## src/rtl/matmul_pkg.sv

```systemverilog
// matmul_pkg: shared types and constants for the matrix-multiply sequencer.
//   state_t   : sequencer states (IDLE, RUN, DRAIN, DONE)
//   idx_w()   : index width for a given matrix dimension
//   N_MAX, MAC_LAT_MAX : upper bounds of the N / MAC_LAT parameters
//   wr_tok_t  : result-write token {we, row, col} carried by the delay line,
//               sized for N_MAX so one type serves every legal N.
package matmul_pkg;

  localparam int N_MAX       = 16;
  localparam int MAC_LAT_MAX = 8;

  function automatic int idx_w(input int n);
    return $clog2(n);
  endfunction

  localparam int IW_MAX = idx_w(N_MAX);

  typedef enum logic [1:0] {
    IDLE  = 2'd0,
    RUN   = 2'd1,
    DRAIN = 2'd2,
    DONE  = 2'd3
  } state_t;

  typedef struct packed {
    logic              we;
    logic [IW_MAX-1:0] row;
    logic [IW_MAX-1:0] col;
  } wr_tok_t;

endpackage

```

## src/rtl/matmul_dly.sv

```systemverilog
// matmul_dly: LAT-stage shift register for the result-write token.
// Ports:
//   clk   in  clock, rising edge
//   rst_n in  synchronous active-low reset; clears every stage
//   i_tok in  token entering the line this cycle
//   o_tok out token that entered LAT cycles ago
module matmul_dly
  import matmul_pkg::*;
#(
  parameter int LAT = 2
) (
  input  logic    clk,
  input  logic    rst_n,
  input  wr_tok_t i_tok,
  output wr_tok_t o_tok
);

  for (genvar gi = 0; gi < LAT; gi++) begin : g_stage
    wr_tok_t r_q;
    wr_tok_t w_d;

    if (gi == 0) begin : g_head
      assign w_d = i_tok;
    end else begin : g_tail
      assign w_d = g_stage[gi-1].r_q;
    end

    always_ff @(posedge clk) begin
      if (!rst_n) begin
        r_q <= '0;
      end else begin
        r_q <= w_d;
      end
    end
  end

  assign o_tok = g_stage[LAT-1].r_q;

endmodule

```

## src/rtl/matmul_seq_ctrl.sv

```systemverilog
// matmul_seq_ctrl: sequencer for C = A x B on a single shared MAC.
// Issues one (i,j,k) term per cycle (k innermost, then j, then i), drives
// the A/B read addresses and MAC clear/enable, and emits the C write strobe
// MAC_LAT cycles after the k==N-1 term of each dot product.
// Optional feature macro: MATMUL_STALL_EN adds the 'stall' input (RUN only).
// Ports:
//   clk, rst_n      clock, synchronous active-low reset
//   start           begin a multiply (sampled in IDLE only)
//   stall           (MATMUL_STALL_EN) hold issue for this cycle
//   busy, done      status; done is a one-cycle completion pulse
//   a_row/a_col     A read address (i, k)
//   b_row/b_col     B read address (k, j)
//   mac_en/mac_clr  MAC consume / load-instead-of-accumulate
//   c_we/c_row/c_col  C write strobe and address
module matmul_seq_ctrl
  import matmul_pkg::*;
#(
  parameter int  N       = 2,
  parameter int  MAC_LAT = 2,
  localparam int IW      = idx_w(N)
) (
  input  logic          clk,
  input  logic          rst_n,
  input  logic          start,
`ifdef MATMUL_STALL_EN
  input  logic          stall,
`endif
  output logic          busy,
  output logic          done,
  output logic [IW-1:0] a_row,
  output logic [IW-1:0] a_col,
  output logic [IW-1:0] b_row,
  output logic [IW-1:0] b_col,
  output logic          mac_en,
  output logic          mac_clr,
  output logic          c_we,
  output logic [IW-1:0] c_row,
  output logic [IW-1:0] c_col
);

  localparam logic [IW-1:0] LAST = IW'(N - 1);
  localparam int            CW   = $clog2(MAC_LAT_MAX);

  state_t        r_state, w_state_next;
  logic [IW-1:0] r_i, r_j, r_k;
  logic [IW-1:0] w_i_next, w_j_next, w_k_next;
  logic          r_mac_en, r_mac_clr;
  logic          w_mac_en_next, w_mac_clr_next;
  logic [CW-1:0] r_drain, w_drain_next;
  logic          w_stall, w_last, w_busy, w_done;
  wr_tok_t       w_tok_in, w_tok_out;
  logic          w_unused_tok;

`ifdef MATMUL_STALL_EN
  assign w_stall = stall;
`else
  assign w_stall = 1'b0;
`endif

  // The registered indices always show a term that has already been issued,
  // so seeing the last term here means the issue phase is complete.
  assign w_last = (r_i == LAST) && (r_j == LAST) && (r_k == LAST);

  always_ff @(posedge clk) begin
    if (!rst_n) begin
      r_state   <= IDLE;
      r_i       <= '0;
      r_j       <= '0;
      r_k       <= '0;
      r_mac_en  <= 1'b0;
      r_mac_clr <= 1'b0;
      r_drain   <= '0;
    end else begin
      r_state   <= w_state_next;
      r_i       <= w_i_next;
      r_j       <= w_j_next;
      r_k       <= w_k_next;
      r_mac_en  <= w_mac_en_next;
      r_mac_clr <= w_mac_clr_next;
      r_drain   <= w_drain_next;
    end
  end

  always_comb begin
    w_state_next   = r_state;
    w_i_next       = r_i;
    w_j_next       = r_j;
    w_k_next       = r_k;
    w_mac_en_next  = 1'b0;
    w_mac_clr_next = 1'b0;
    w_drain_next   = r_drain;
    w_busy         = 1'b1;
    w_done         = 1'b0;

    case (r_state)
      IDLE: begin
        w_busy = 1'b0;
        if (start) begin
          w_state_next   = RUN;
          w_i_next       = '0;
          w_j_next       = '0;
          w_k_next       = '0;
          w_mac_en_next  = 1'b1;
          w_mac_clr_next = 1'b1;
        end
      end
      RUN: begin
        if (w_last) begin
          // Last write token is in flight; count MAC_LAT cycles so DRAIN
          // ends in the same cycle as the final c_we.
          w_state_next = DRAIN;
          w_drain_next = CW'(MAC_LAT - 1);
        end else if (!w_stall) begin
          w_mac_en_next = 1'b1;
          if (r_k != LAST) begin
            w_k_next = r_k + 1'b1;
          end else begin
            w_k_next = '0;
            if (r_j != LAST) begin
              w_j_next = r_j + 1'b1;
            end else begin
              w_j_next = '0;
              w_i_next = r_i + 1'b1;
            end
          end
          w_mac_clr_next = (w_k_next == '0);
        end
      end
      DRAIN: begin
        if (r_drain == '0) begin
          w_state_next = DONE;
        end else begin
          w_drain_next = r_drain - 1'b1;
        end
      end
      DONE: begin
        w_done       = 1'b1;
        w_state_next = IDLE;
      end
      default: begin
        w_state_next = IDLE;
      end
    endcase
  end

  // A token is launched alongside the k==N-1 term, so it leaves the delay
  // line exactly MAC_LAT cycles after that term's mac_en.
  always_comb begin
    w_tok_in     = '0;
    w_tok_in.we  = r_mac_en && (r_k == LAST);
    w_tok_in.row = IW_MAX'(r_i);
    w_tok_in.col = IW_MAX'(r_j);
  end

  matmul_dly #(
    .LAT (MAC_LAT)
  ) u_dly (
    .clk   (clk),
    .rst_n (rst_n),
    .i_tok (w_tok_in),
    .o_tok (w_tok_out)
  );

  // Upper token bits are only live for the largest N.
  assign w_unused_tok = ^{w_tok_out.row, w_tok_out.col};

  assign busy    = w_busy;
  assign done    = w_done;
  assign a_row   = r_i;
  assign a_col   = r_k;
  assign b_row   = r_k;
  assign b_col   = r_j;
  assign mac_en  = r_mac_en;
  assign mac_clr = r_mac_clr;
  assign c_we    = w_tok_out.we;
  assign c_row   = w_tok_out.row[IW-1:0];
  assign c_col   = w_tok_out.col[IW-1:0];

endmodule

```

## config.mk

```make
export PLATFORM = sky130hd
export DESIGN_NAME = matmul_seq_ctrl
export DESIGN_NICKNAME = d
export VERILOG_FILES = /design/src/rtl/matmul_pkg.sv /design/src/rtl/matmul_dly.sv /design/src/rtl/matmul_seq_ctrl.sv
export SDC_FILE = /design/constraint.sdc
export NUM_CORES = 1
export LEC_CHECK = 0
export CORE_MARGIN = 1.5
export CORE_UTILIZATION = 35
export DETAILED_ROUTE_END_ITERATION = 16
export PLACE_DENSITY = 0.62
export REMOVE_ABC_BUFFERS = 1
export SLEW_MARGIN = 20
export SYNTH_ARGS = -nofsm -noshare
export SYNTH_HDL_FRONTEND = slang
export SYNTH_SLANG_ARGS = --single-unit
```

## constraint.sdc

```tcl
create_clock -name clk -period 2.3 [get_ports clk]
set_clock_uncertainty 0.2 [all_clocks]
set_input_delay 0.23 -clock clk [delete_from_list [all_inputs] [get_ports clk]]
set_output_delay 0.23 -clock clk [all_outputs]
set_load 0.01 [all_outputs]
```

### Word level (Yosys, flattened, before mapping)

Index checks and enable logic that the tools add are counted.

* multiply operators: 0
* order comparisons: 0
* multiplexer cells: 28
* $add $sub $neg: 4
* equal/unequal tests: 10
* bitwise logic cells: 1
* divide/modulo/power cells: 0
* reduce and logical (&&, ||, !) cells: 12
* shifts and indexed selects: 0

Operator list (number)
* $mux 1: 16
* $ne 2x2->1 const B: 7
* $pmux 1 s2: 5
* $reduce_and 3->1: 3
* $pmux 2 s4: 1
* $mux 2: 3
* $mux 3: 2
* $pmux 3 s2: 1
* $reduce_and 5->1: 1
* $eq 2x2->1 const B: 2
* $reduce_and 4->1: 1
* $reduce_bool 2->1: 2
* $add 1x1->1 const B: 3
* $logic_and 1x1->1: 3
* $logic_not 3->1: 1
* $sub 3x1->3 const B: 1
* $eq 2x1->1 const B: 1
* $logic_not 2->1: 1
* $not 1->1: 1

* RAM bits: 0
* logic and storage cells: 68
* bits in read-only memories: 0
* output and inout bits: 11
* bits in latches: 0
* register bits: 16
* memories: 0

### Longest topological paths before layout

* word-level depth: 7
* gate-level depth with buffers: 6
* depth with buffers taken out: 5

### Hierarchy

From an unflattened synthesis, not the netlist that was laid out.

* cell total of the unflattened synthesis: 105
* area total of the unflattened synthesis: 1069.8 µm²

Modules (own cells, without submodules)
* matmul_seq_ctrl: cells each 68, area an instance 568.0 µm², times used 1, sequential area each 200.2 µm²
* matmul_dly: cells each 37, area an instance 501.7 µm², times used 1, sequential area each 360.3 µm²

### Least setup slack after synthesis

Ideal clock, no wire load.

* path type: flip-flop to flip-flop
* start: reg r_state[0]
* end: reg r_k (netlist: a_col)
* arrival: 1401 ps
* stages on the path, launching flop included: 6
* path slack: 629 ps
* path buffers: 0
* path through: dfxtp_1 inv_1 ha_1 mux2i_1 or3b_2 a21oi_1

* cells in the longest elaborated chain, start to end: 3
* elaborated cells between the ends (all ways): 7
* those cells by class: eq/ne: 3; mux: 1; reduce/logical: 3

RTL lines
* start: declaration: line matmul_seq_ctrl.sv:44 `state_t r_state, w_state_next;`
* start signal: assignment: line matmul_seq_ctrl.sv:74 `r_state <= w_state_next;`
* $eq 2x1->1 or $logic_not 2->1 (tied branches): line matmul_seq_ctrl.sv:95 `case (r_state)`
* $ne 2x2->1 (no line) or $reduce_bool 2->1 (tied branches)
* $reduce_and 3->1 (no line)
* end signal: assignment: line matmul_seq_ctrl.sv:77 `r_k <= w_k_next;`
* end: declaration: line matmul_seq_ctrl.sv:45 `logic [IW-1:0] r_i, r_j, r_k;`

Several ways; a longest one is shown, not always the timed one.
A chain may end at the register's enable or synchronous reset.

### Worst setup path after layout

* start: reg r_state[0]
* end: out busy

* cells in the longest elaborated chain, start to end: 2

RTL lines
* $logic_not 2->1: line matmul_seq_ctrl.sv:95
* $mux 1: line matmul_seq_ctrl.sv:95
* end: declaration: line matmul_seq_ctrl.sv:28 `output logic busy,`

Every way passes these cells.

==> run metrics <==
Post-Place Cells 117; non-filler instance count after layout 121; initial antenna violation count 0; # nets final 105; number of H-tree levels 1; Root Driver clkbuf_4; slowest stage delay, CP 0.52 ns; final hold viol count 0; GRT Total Usage 0.1318; period utilisation layout 0.9075; most frequent CP cell inv_1; Startpoint Class flop; via count 604; Final Slew Violations 0; diode count 0; Clock Pin Slew Worst Setup and Hold Paths 0.10 ns; Post-Synthesis Cell Area 785.8 um^2; hold_ws 0.2329 ns; dominant cell type by area after synthesis dfxtp_1; CTS Buf Count 3; Slew @ Worst Pin 0.4674 ns; final setup fails 0; CP Max Fanout 5; # IOs 14; global route overflow 0; max cap viols 0; ANT nets after route 0; first-pass GRT wire length 2.484 mm; Via density 4.992; Initial Utilization 0.3848; largest net degree at the start of global routing 14; setup_tns 0 ns; worst vdd ir 745.5 uV; cell family with most CP delay buffers and inverters; die span in x 50.38 um; FMAX 0.4791 GHz; global placement routability congestion 0.6680; Syn Inst Count 80; Post-DP HPWL 1.004 mm; layout cells sized above 1 0.1702; Worst Path Required 1.87 ns; CTS tree yes; vias in the first global route 588; clk_lat worst skew 0.30 ns; # fillers 216; outcome finished, final reports clean; Cell Pwr Density 938.2 nW/um^2; RSZ-0062 raised after global routing no; critical-path cell list inv_1, ha_1, inv_1, clkdlybuf4s50_1; Routed WL per cell 11.34 um; Setup Fix Bufs, Post-CTS 0; FP Rows 16; Rel. slew slack 0.6884; DIE HEIGHT 50.38 um; worst path bufs/invs 3; Yosys top cell area share 0.4076; port bufs 13; synth unique cells 31; post-cts sizing count 0; Area Growth Syn to Fin 22.45%; hold buffer count at CTS 0; 1st-iter DRT viols 11; Total Power 0.9027 mW; drt pass-1 iters 4; sequential share of the synthesized area 0.4076; routed wire length 1.372 mm; # clock sinks 16; WP data arrival 1.66 ns; hold crit path type flop to flop; flops & latches, synth 16; Yosys warning count 0; Core ar. 2042 um^2; Syn Area/Cell 9.822 um^2; crit end category output pin; slowest CP cell clkdlybuf4s50_1; minimum clock period 2.087 ns; clk buf depth 2; # DRC 0; CP Class flop to output pin; P_leak 0.3934 nW; Area contributors post-synth dfxtp_1 41%, ha_1 11%, o221a_2 4.3%; die area 2538 um^2
state kept, by name, summed over array words and instances (netlist names):
name	count
mac_clr	1
a_col	1
a_row	1
r_drain	3
u_dly.o_tok	3
r_state	2
u_dly.g_stage.r_q	3
mac_en	1
b_col	1
report_power, final:
| group | switching (mW) | total [mW] | internal [mW] | leakage [nW] |
|---|---|---|---|---|
| Combinational | 0.183 | 0.364 | 0.180 | 0.243 |
| Sequential | 0.0331 | 0.346 | 0.313 | 0.130 |
| Clock | 0.0963 | 0.193 | 0.0966 | 0.0210 |
| Total | 0.313 | 0.903 | 0.590 | 0.393 |
layer usage:
metal / vias to the layer above / global-route usage / wire length [um]
met5: - / 0 / 0
met4: 0 / 0.04054 / 10
met3: 2 / 0.06250 / 80
met2: 15 / 0.2215 / 639
met1: 279 / 0.1468 / 641
li1: 308 / - / -
worst paths after layout:
| kind | start | end | slack [ns] | depth (start not counted) |
|---|---|---|---|---|
| worst min register to register | u_dly.g_stage[0].r_q[8]$_SDFF_PN0_ | u_dly.o_tok[8]$_SDFF_PN0_ | 0.23 | 1 |
| worst max register to register | r_state[1]$_SDFFE_PN0P_ | a_col$_SDFFE_PN0P_ | 0.33 | 5 |
| worst min-delay path | u_dly.g_stage[0].r_q[8]$_SDFF_PN0_ | u_dly.o_tok[8]$_SDFF_PN0_ | 0.23 | 1 |
| worst max-delay path | r_state[0]$_SDFFE_PN0P_ | busy | 0.21 | 4 |
Yosys cell counts (all sizes together):
library cell and count:
a21o 1, a21oi 5, a222oi 1, and2 6
and2b 1, and3 1, and4 1, buf 3
clkbuf 1, dfxtp 16, ha 7, inv 8
mux2 1, mux2i 3, nand2 7, nand3 3
nand3b 1, nand4b 1, nor2 1, nor2b 1
o21ai 2, o221a 3, o22a 1, o31ai 1
o32ai 1, o41ai 1, or2b 1, or3b 1
cell type report:
| type | count | area [um^2] | area share |
|---|---|---|---|
| flip-flops and latches | 16 | 320.3 | 0.3329 |
| well taps | 27 | 33.78 | 0.03511 |
| clock buffers | 4 | 36.28 | 0.03771 |
| multi-input cells | 52 | 404.1 | 0.4200 |
| inverters | 8 | 30.03 | 0.03121 |
| repair buffers | 14 | 137.6 | 0.1430 |
per-stage QoR:
step                      utilization  setup slack (ns)  instance area (um^2)
final                          0.4712            0.2128                 962.2
after global routing           0.4712            0.1038                 962.2
after CTS                      0.4712            0.1885                 962.2
after detailed placement       0.4534            0.3826                 925.9
after global placement         0.4534            0.3606                 925.9
after floorplan                     -            0.5615                 754.5
kinds of logic (layout without fill, tap and decap cells):
family / after synthesis / count (layout) / synth area share
simple gates: 25 / 25 / 0.1975
compound gates: 16 / 16 / 0.1529
flops: 16 / 16 / 0.4076
buf+inv: 12 / 26 / 0.07801
fa+ha+maj: 7 / 7 / 0.1115
mux: 4 / 4 / 0.05255
cell usage in the layout (no fill, tap or decap):
master,n
nand4b_1,1
o22a_1,1
o31ai_1,1
ha_1,7
and3_2,1
and2_1,5
a222oi_1,1
and2_2,1
mux2i_1,3
nor2b_1,1
o41ai_1,1
dfxtp_1,16
o21ai_0,2
or2b_2,1
o221a_2,3
clkbuf_4,3
clkbuf_8,1
a21o_1,1
and4_2,1
clkdlybuf4s50_1,13
and2b_2,1
a21oi_1,5
inv_1,8
or3b_2,1
buf_4,1
nor2_1,1
nand3b_1,1
nand2_1,7
nand3_1,2
nand3_2,1
mux2_2,1
o32ai_1,1
Note: power is estimated with default switching activity, not from simulation.
